[src/rtl/muldiv_unit.sv]
// Iterative radix-2 multiply/divide engine producing HI/LO for MULT, MULTU, DIV, DIVU.
// Latency: DATA_WIDTH+2 cycles from start to the done pulse; flush aborts without a result.
// Backpressure: start is ignored while busy; the pipeline stalls on busy, so there is no queueing.
module muldiv_unit #(
  parameter int DATA_WIDTH = 32
) (
  input  logic                  clk,
  input  logic                  rst_n,
  input  logic                  start,
  input  logic [1:0]            op,
  input  logic [DATA_WIDTH-1:0] src_a,
  input  logic [DATA_WIDTH-1:0] src_b,
  input  logic                  flush,
  output logic                  busy,
  output logic                  done,
  output logic [DATA_WIDTH-1:0] hi_out,
  output logic [DATA_WIDTH-1:0] lo_out
);

  localparam int W         = DATA_WIDTH;
  localparam int CNT_WIDTH = $clog2(DATA_WIDTH) + 1;

  typedef enum logic [1:0] {IDLE, CALC, FIXUP, DONE} state_t;

  state_t               state, state_d;
  logic [CNT_WIDTH-1:0] cnt;
  logic [2*W-1:0]       acc;
  logic [W-1:0]         opnd;
  logic                 is_div, neg_res, neg_rem, div_zero;

  logic                 accept, last_step;
  logic                 signed_op, a_neg, b_neg;
  logic [W-1:0]         mag_a, mag_b;
  logic [W:0]           mul_sum, div_shift, div_diff;
  logic [2*W-1:0]       mul_next, div_next, prod;
  logic [W-1:0]         quo, rem;

  assign accept    = start && !flush && (state == IDLE || state == DONE);
  assign last_step = (cnt == CNT_WIDTH'(W - 1));

  assign signed_op = ~op[0];
  assign a_neg     = signed_op & src_a[W-1];
  assign b_neg     = signed_op & src_b[W-1];
  assign mag_a     = a_neg ? -src_a : src_a;
  assign mag_b     = b_neg ? -src_b : src_b;

  // Multiply: acc = {partial product, remaining multiplier bits}, opnd = |multiplicand|.
  assign mul_sum  = {1'b0, acc[2*W-1:W]} + {1'b0, opnd};
  assign mul_next = acc[0] ? {mul_sum, acc[W-1:1]} : {1'b0, acc[2*W-1:1]};

  // Divide: acc = {partial remainder, dividend bits shifting into quotient}, opnd = |divisor|.
  assign div_shift = {acc[2*W-1:W], acc[W-1]};
  assign div_diff  = div_shift - {1'b0, opnd};
  assign div_next  = div_diff[W] ? {div_shift[W-1:0], acc[W-2:0], 1'b0}
                                 : {div_diff[W-1:0],  acc[W-2:0], 1'b1};

  assign prod = neg_res ? -acc : acc;
  assign quo  = neg_res ? -acc[W-1:0] : acc[W-1:0];
  assign rem  = neg_rem ? -acc[2*W-1:W] : acc[2*W-1:W];

  always_comb begin
    state_d = state;
    case (state)
      IDLE:    if (accept) state_d = CALC;
      CALC:    if (flush) state_d = IDLE;
               else if (last_step) state_d = FIXUP;
      FIXUP:   state_d = flush ? IDLE : DONE;
      DONE:    state_d = accept ? CALC : IDLE;
      default: state_d = IDLE;
    endcase
  end

  always_ff @(posedge clk or negedge rst_n) begin
    if (!rst_n) begin
      state <= IDLE;
      busy  <= 1'b0;
      done  <= 1'b0;
    end else begin
      state <= state_d;
      busy  <= (state_d == CALC) || (state_d == FIXUP);
      done  <= (state_d == DONE);
    end
  end

  always_ff @(posedge clk or negedge rst_n) begin
    if (!rst_n) begin
      cnt      <= '0;
      acc      <= '0;
      opnd     <= '0;
      is_div   <= 1'b0;
      neg_res  <= 1'b0;
      neg_rem  <= 1'b0;
      div_zero <= 1'b0;
      hi_out   <= '0;
      lo_out   <= '0;
    end else if (accept) begin
      cnt      <= '0;
      is_div   <= op[1];
      neg_res  <= a_neg ^ b_neg;
      neg_rem  <= a_neg;
      div_zero <= op[1] && (src_b == '0);
      acc      <= op[1] ? {{W{1'b0}}, mag_a} : {{W{1'b0}}, mag_b};
      opnd     <= op[1] ? mag_b : mag_a;
    end else if (state == CALC) begin
      cnt <= cnt + 1'b1;
      acc <= is_div ? div_next : mul_next;
    end else if (state == FIXUP && !flush) begin
      // A zero divisor leaves |dividend| as remainder, so only the quotient needs overriding.
      if (is_div) begin
        hi_out <= rem;
        lo_out <= div_zero ? {W{1'b1}} : quo;
      end else begin
        hi_out <= prod[2*W-1:W];
        lo_out <= prod[W-1:0];
      end
    end
  end

endmodule

[config.mk]
export PLATFORM = sky130hd
export DESIGN_NAME = muldiv_unit
export DESIGN_NICKNAME = d
export VERILOG_FILES = /design/src/rtl/muldiv_unit.sv
export SDC_FILE = /design/constraint.sdc
export NUM_CORES = 1
export LEC_CHECK = 0
export ABC_AREA = 1
export CAP_MARGIN = 20
export CORE_MARGIN = 4
export CORE_UTILIZATION = 55
export DETAILED_ROUTE_END_ITERATION = 8
export PLACE_DENSITY = 0.85
export RECOVER_POWER = 100
export SLEW_MARGIN = 0
export SYNTH_ARGS = -nofsm -noshare
export SYNTH_HDL_FRONTEND = slang
export SYNTH_SLANG_ARGS = --single-unit
[constraint.sdc]
create_clock -name clk -period 2.39 [get_ports clk]
set_input_delay 0.5975 -clock clk [delete_from_list [all_inputs] [get_ports clk]]
set_output_delay 0.5975 -clock clk [all_outputs]
set_load 0.02 [all_outputs]
# Yosys cells after proc, flatten, opt, wreduce, memory -nomap -nowiden
# Cells that the tools add are included.
totals:
  inputBits: 70
  word_cells: 67
  output_inout_bits: 66
  ff_bits: 174
op_classes:
  n_mux: 23
  n_addsub: 8
  n_bitwise: 6
  reduce_logical: 11
  eq_ne: 7
ops:
  columns: ["cell", "n"]
  rows:
  - ["$mux W64", 6]
  - ["$mux W32", 9]
  - ["$neg A32 Y32", 4]
  - ["$neg A64 Y64", 1]
  - ["$add A32 B32 Y33", 1]
  - ["$sub A33 B32 Y33", 1]
  - ["$logic_not A32 Y1", 1]
  - ["$mux W6", 2]
  - ["$eq A2 B2 Y1 const B", 4]
  - ["$mux W2", 4]
  - ["$pmux W2 S4", 1]
  - ["$add A6 B1 Y6 const B", 1]
  - ["$eq A6 B5 Y1 const B", 1]
  - ["$eq A2 B1 Y1 const B", 2]
  - ["$logic_and A1 B1 Y1", 4]
  - ["$not A1 Y1", 3]
  - ["$reduce_and A3 Y1", 1]
  - ["$and A1 B1 Y1", 2]
  - ["$logic_not A2 Y1", 1]
  - ["$logic_or A1 B1 Y1", 2]
  - ["$reduce_bool A2 Y1", 1]
  - ["$logic_not A1 Y1", 1]
  - ["$mux W1", 1]
  - ["$xor A1 B1 Y1", 1]

# Logic depth before layout (Yosys ltp)
# Gate-level depths: netlist of the first run.
logic_depth:
  word_depth: 7
  ltp_mapped: 19
  depth_no_buf: 18

# Least setup slack after synthesis of the first run
# No wires, ideal clock.
synth_timing:
  path_type: "register -> register"
  startpoint: "reg acc[31]"
  endpoint: "reg acc[59]"
  n_path_buf: 1
  stages_incl_launch_ff: 19
  setup_time_ps: 117
  setup_slack_ps: 49
  t_arrival_ps: 2225
  t_required_ps: 2273
  synth_period_minus_slack_ps: 2341
  path_cell_list: "dfrtp_1 > inv_1 > ha_1 > fa_1 > inv_1 > nand3_1 > nand2_2 > nand2_2 > nand2_2 > nand2_1 > nand2_2 > nand2_4 > nand3_4 > nand2_8 > buf_12 > nand2_2 > nand3_1 > nand2_1 > nand2_1"
synth_between:
  elab_chain_len: 5
synth_rtl:
  columns: ["item", "line", "source"]
  rows:
  - ["from (decl)", "27", "logic [2*W-1:0] acc;"]
  - ["from (signal assigned)", "102", "acc <= op[1] ? {{W{1'b0}}, mag_a} : {{W{1'b0}}, mag_b};"]
  - ["from (signal assigned)", "106", "acc <= is_div ? div_next : mul_next;"]
  - ["$sub A33 B32 Y33", "53", "assign div_diff = div_shift - {1'b0, opnd};"]
  - ["$mux W64", "54", "assign div_next = div_diff[W] ? {div_shift[W-1:0], acc[W-2:0], 1'b0}"]
  - ["$mux W64", "106", null]
  - ["$mux W64", "104", "end else if (state == CALC) begin"]
  - ["$mux W64", "96", "end else if (accept) begin"]
# No other way between the ends. The select of a mux whose other input is x is not followed.
# A chain may end at the register's enable or synchronous reset.

# Final worst setup path of the first run
layout_timing:
  startpoint: "reg state[1]"
  endpoint: "reg lo_out[30]"
layout_between:
  elab_chain_len: 5
  elab_cells_between_ends: 10
  classes_between: "eq/ne (3); bitwise (2); reduce/logical (5)"
layout_rtl:
  columns: ["item", "line", "source"]
  rows:
  - ["from (decl)", "25", "state_t state, state_d;"]
  - ["from (signal assigned)", "79", "state <= state_d;"]
  - ["$eq A2 B2 Y1 or $logic_not A2 Y1 (tied branches)", "38", "assign accept = start && !flush && (state == IDLE || state == DONE);"]
  - ["$logic_or A1 B1 Y1", "38", null]
  - ["$logic_and A1 B1 Y1", "38", null]
  - ["$not A1 Y1 (no line)", null, null]
  - ["$reduce_and A3 Y1 (no line) (*)", null, null]
  - ["to (signal assigned)", "111", "lo_out <= div_zero ? {W{1'b1}} : quo;"]
  - ["to (signal assigned)", "114", "lo_out <= prod[W-1:0];"]
  - ["to (decl)", "17", "output logic [DATA_WIDTH-1:0] lo_out"]
# Mark *: on every way between the ends. The rest lies on a longest branch, timed or not.

==> metrics.yaml, run 1 <==
swShare: 0.547
syn-cell-area_mm2: 0.0181
yosys.cell_types.count: 58
pwr-share-comb: 0.762
crit_type: "reg -> reg"
wl_um: 72800
clkPwrFrac: 0.079
rsz0062_at_grt: "true"
cts_buffers: 17
grt_pass1_wl_um: 111000
drc: 0
multi_input_area_mm2: 0.0119
seq_area_frac_synth: 0.241
antenna_found_initial: 1
hold_class: "reg -> reg"
relSlewSlack: 0.170
clock_path_buffers: 2
drt-pass1-iter-count: 6
via_per_inst: 5.66
finalSetupViolCount: 9
setup_tns_ns: -0.363
start_util: 0.557
placed_cell_area_mm2: 0.0224
synth_area_per_cell_um2: 5.90
core_area_mm2: 0.0325
insertion_delay_ns: 0.46
grt.overflow.total: 0
ff_latch_area_mm2: 0.00437
htreeDepth: 4
initialDrtViolationCount: 2691
antenna_cells: 0
maxSlewViolCount: 0
tightest_slew_ns: 1.24
ys_seq_elements: 174
fin_crit_ns: 2.50
fmax_mhz: 400
status: "finished, violations left"
postRouteAntennaNets: 0
holdPathStages: 2
wire_per_inst_um: 18.4
syn_nets: 3208
cts_tree: "built"
max_cap_viol_count: 0
drive_above_1_share: 0.177
finalHoldViolations: 0
clock_skew_ns: 0.0174
design_power_total_mw: 36.2
period_share: 1.05
die_y_um: 189
cp-end-kind: "flop"
cp-start-kind: "flop"
async_flop_share: 1.00
final_cell_area_mm2: 0.0236
worstPathRequired_ns: 2.75
ioPinCount: 136
power_frac_seq: 0.159
die_x_um: 189
clock-sinks: 174
rrSetupSlack_ns: -0.11
nets: 3653
synth_edf_count: 0
final.fill_count: 2731
intPower_mw: 16.4
num_rows: 66
cp.arrival_ns: 2.86
power_density_mw_per_mm2: 1540
place_congestion: 1.06
vias: 22438
syn-instance-count: 3062
cts.reportedPaths.clkPinSlew_ns: 0.09
fin_ws_ns: -0.110
track_usage: 0.391
portBuffers: 135
p_leak_nw: 12.6
root_buffer: "clkbuf_16"
power_switching_mw: 19.8
yosysWarningCount: 0
synth_flop_cell: "dfrtp_1"
violations: "negative setup slack"
grt_max_degree: 62
ir_drop_uv: 1120
dpl.hpwl_um: 57900
r2r_cells: 11
die-area_mm2: 0.0358
worstPathMaxFanout: 61
grt_pass1_vias: 21317
areaGrowthSynthToFinish_pct: 30.7
dp_slack_ns: -0.258
power by group through the flow:
stage          clock network [mW]  logic (mW)  registers, mW
2_1_floorplan                   0        15.4           5.90
3_3_place_gp                    0        25.0           5.66
3_5_place_dp                    0        25.4           5.72
4_1_cts                      2.85        26.1           5.69
5_1_grt                      2.96        30.0           5.88
6_report                     2.86        27.6           5.78
cells in the mapped netlist (10+ instances only):
| master | number | share of area |
|---|---|---|
| nor3_1 | 41 | 0.011 |
| a21oi_1 | 147 | 0.041 |
| clkbuf_1 | 62 | 0.013 |
| a2bb2oi_1 | 14 | 0.0068 |
| o22ai_1 | 11 | 0.0038 |
| inv_2 | 10 | 0.0021 |
| dfrtp_1 | 174 | 0.24 |
| a22oi_1 | 13 | 0.0054 |
| ha_1 | 74 | 0.051 |
| xor2_1 | 70 | 0.034 |
| nor2_1 | 226 | 0.047 |
| inv_1 | 479 | 0.10 |
| o211ai_1 | 31 | 0.013 |
| xnor2_1 | 21 | 0.010 |
| nand2_2 | 40 | 0.014 |
| nand2_1 | 1093 | 0.23 |
| o21ai_0 | 112 | 0.031 |
| buf_2 | 14 | 0.0039 |
| nand3_1 | 257 | 0.071 |
| nand3b_1 | 14 | 0.0058 |
| nand4_1 | 34 | 0.012 |
worst max-delay path, stage by stage, from the launching register on:
cell and delay, ns:
dfrtp_1 0.40, inv_1 0.11, ha_1 0.21, inv_1 0.33, nand2_1 0.21, inv_4 0.17
nand2_2 0.08, inv_2 0.09, buf_8 0.35, o21ai_0 0.21, o22ai_1 0.18, inv_1 0.06
per-layer routing:
| metal | wire length [µm] | part of all wire | global-route usage | up-vias |
|---|---|---|---|---|
| li1 | - | - | - | 10561 |
| met4 | 4870 | 0.067 | 0.216 | 2 |
| met3 | 7170 | 0.099 | 0.0647 | 288 |
| met1 | 28200 | 0.39 | 0.501 | 10182 |
| met5 | 13 | 0.00018 | 0 | - |
| met2 | 32500 | 0.45 | 0.631 | 1405 |
cells by family after synthesis:
| kind of cell | synth area share |
|---|---|
| fa+ha+maj | 0.0535 |
| flops | 0.241 |
| simple gates | 0.406 |
| buf+inv | 0.130 |
| xor+xnor | 0.0441 |
| compound gates | 0.125 |
path summary, 6_finish.rpt:
| kind | start | to |
|---|---|---|
| setup reg to reg | state[1] | lo_out[30] |
| hold / removal | hi_out[24] | hi_out[24] |
| max in group asynchronous | rst_n | opnd[25] |
| setup / recovery | state[1] | lo_out[30] |
| hold reg to reg | hi_out[24] | hi_out[24] |
| min in group asynchronous | rst_n | acc[15] |
cell type report:
cell class / instances / area share
Inverter: 492 / 0.0783
Clock buffer: 18 / 0.0182
Clock inverter: 14 / 0.00625
Sequential cell: 174 / 0.185
Tap cell: 442 / 0.0234
Timing Repair Buffer: 523 / 0.184
Multi-Input combinational cell: 2299 / 0.504
registers in the layout, indices dropped and copies added (netlist names), 2 cells and up:
name    flops
lo_out     32
opnd       32
acc        64
hi_out     32
cnt         6
state       2
metrics by stage:
step           hold WS, ns  std cells  utilization
2_1_floorplan        0.302       3062            -
5_1_grt              0.505       3962        0.727
4_1_cts              0.488       3949        0.713
3_3_place_gp         0.462       3908        0.690
3_5_place_dp         0.467       3908        0.690
6_report             0.480       3962        0.727
cells in the final DEF (no fill, tap or decap), types with 11 or more instances in the layout:
cell type / count
inv_2: 18
xor2_1: 69
buf_4: 356
clkbuf_16: 17
nand3_1: 244
nand3b_1: 14
o22ai_1: 11
clkdlybuf4s50_1: 68
dlygate4sd3_1: 67
nor2_2: 22
dfrtp_2: 13
ha_4: 14
o211ai_1: 31
ha_1: 54
nand3_2: 14
dfrtp_1: 160
a21oi_1: 127
a2bb2oi_1: 14
o21ai_0: 111
a22oi_1: 13
nand4_1: 34
inv_1: 470
xnor2_1: 21
a21oi_2: 21
nor3_1: 36
nor2_1: 208
nand2_1: 1071
nand2_2: 59
what timing repair did:
| action | CTS | global route |
|---|---|---|
| buffers inserted | 6 | 14 |
| pin swaps | 15 | 34 |
| endpoints found under the setup margin | 34 | 56 |
| resized for setup | 25 | 124 |
| endpoints found under the hold margin | 17 | 0 |
| gates cloned | 2 | 0 |
| hold buffers | 1 | 0 |
Note: power is estimated with default switching activity, not from simulation.
==> run 2, diff against run 1 <==
CTS_CLUSTER_SIZE = 16   (was not set)
==> results of run 2 <==
Final layout, timing and power as in run 1 (identical DEF).
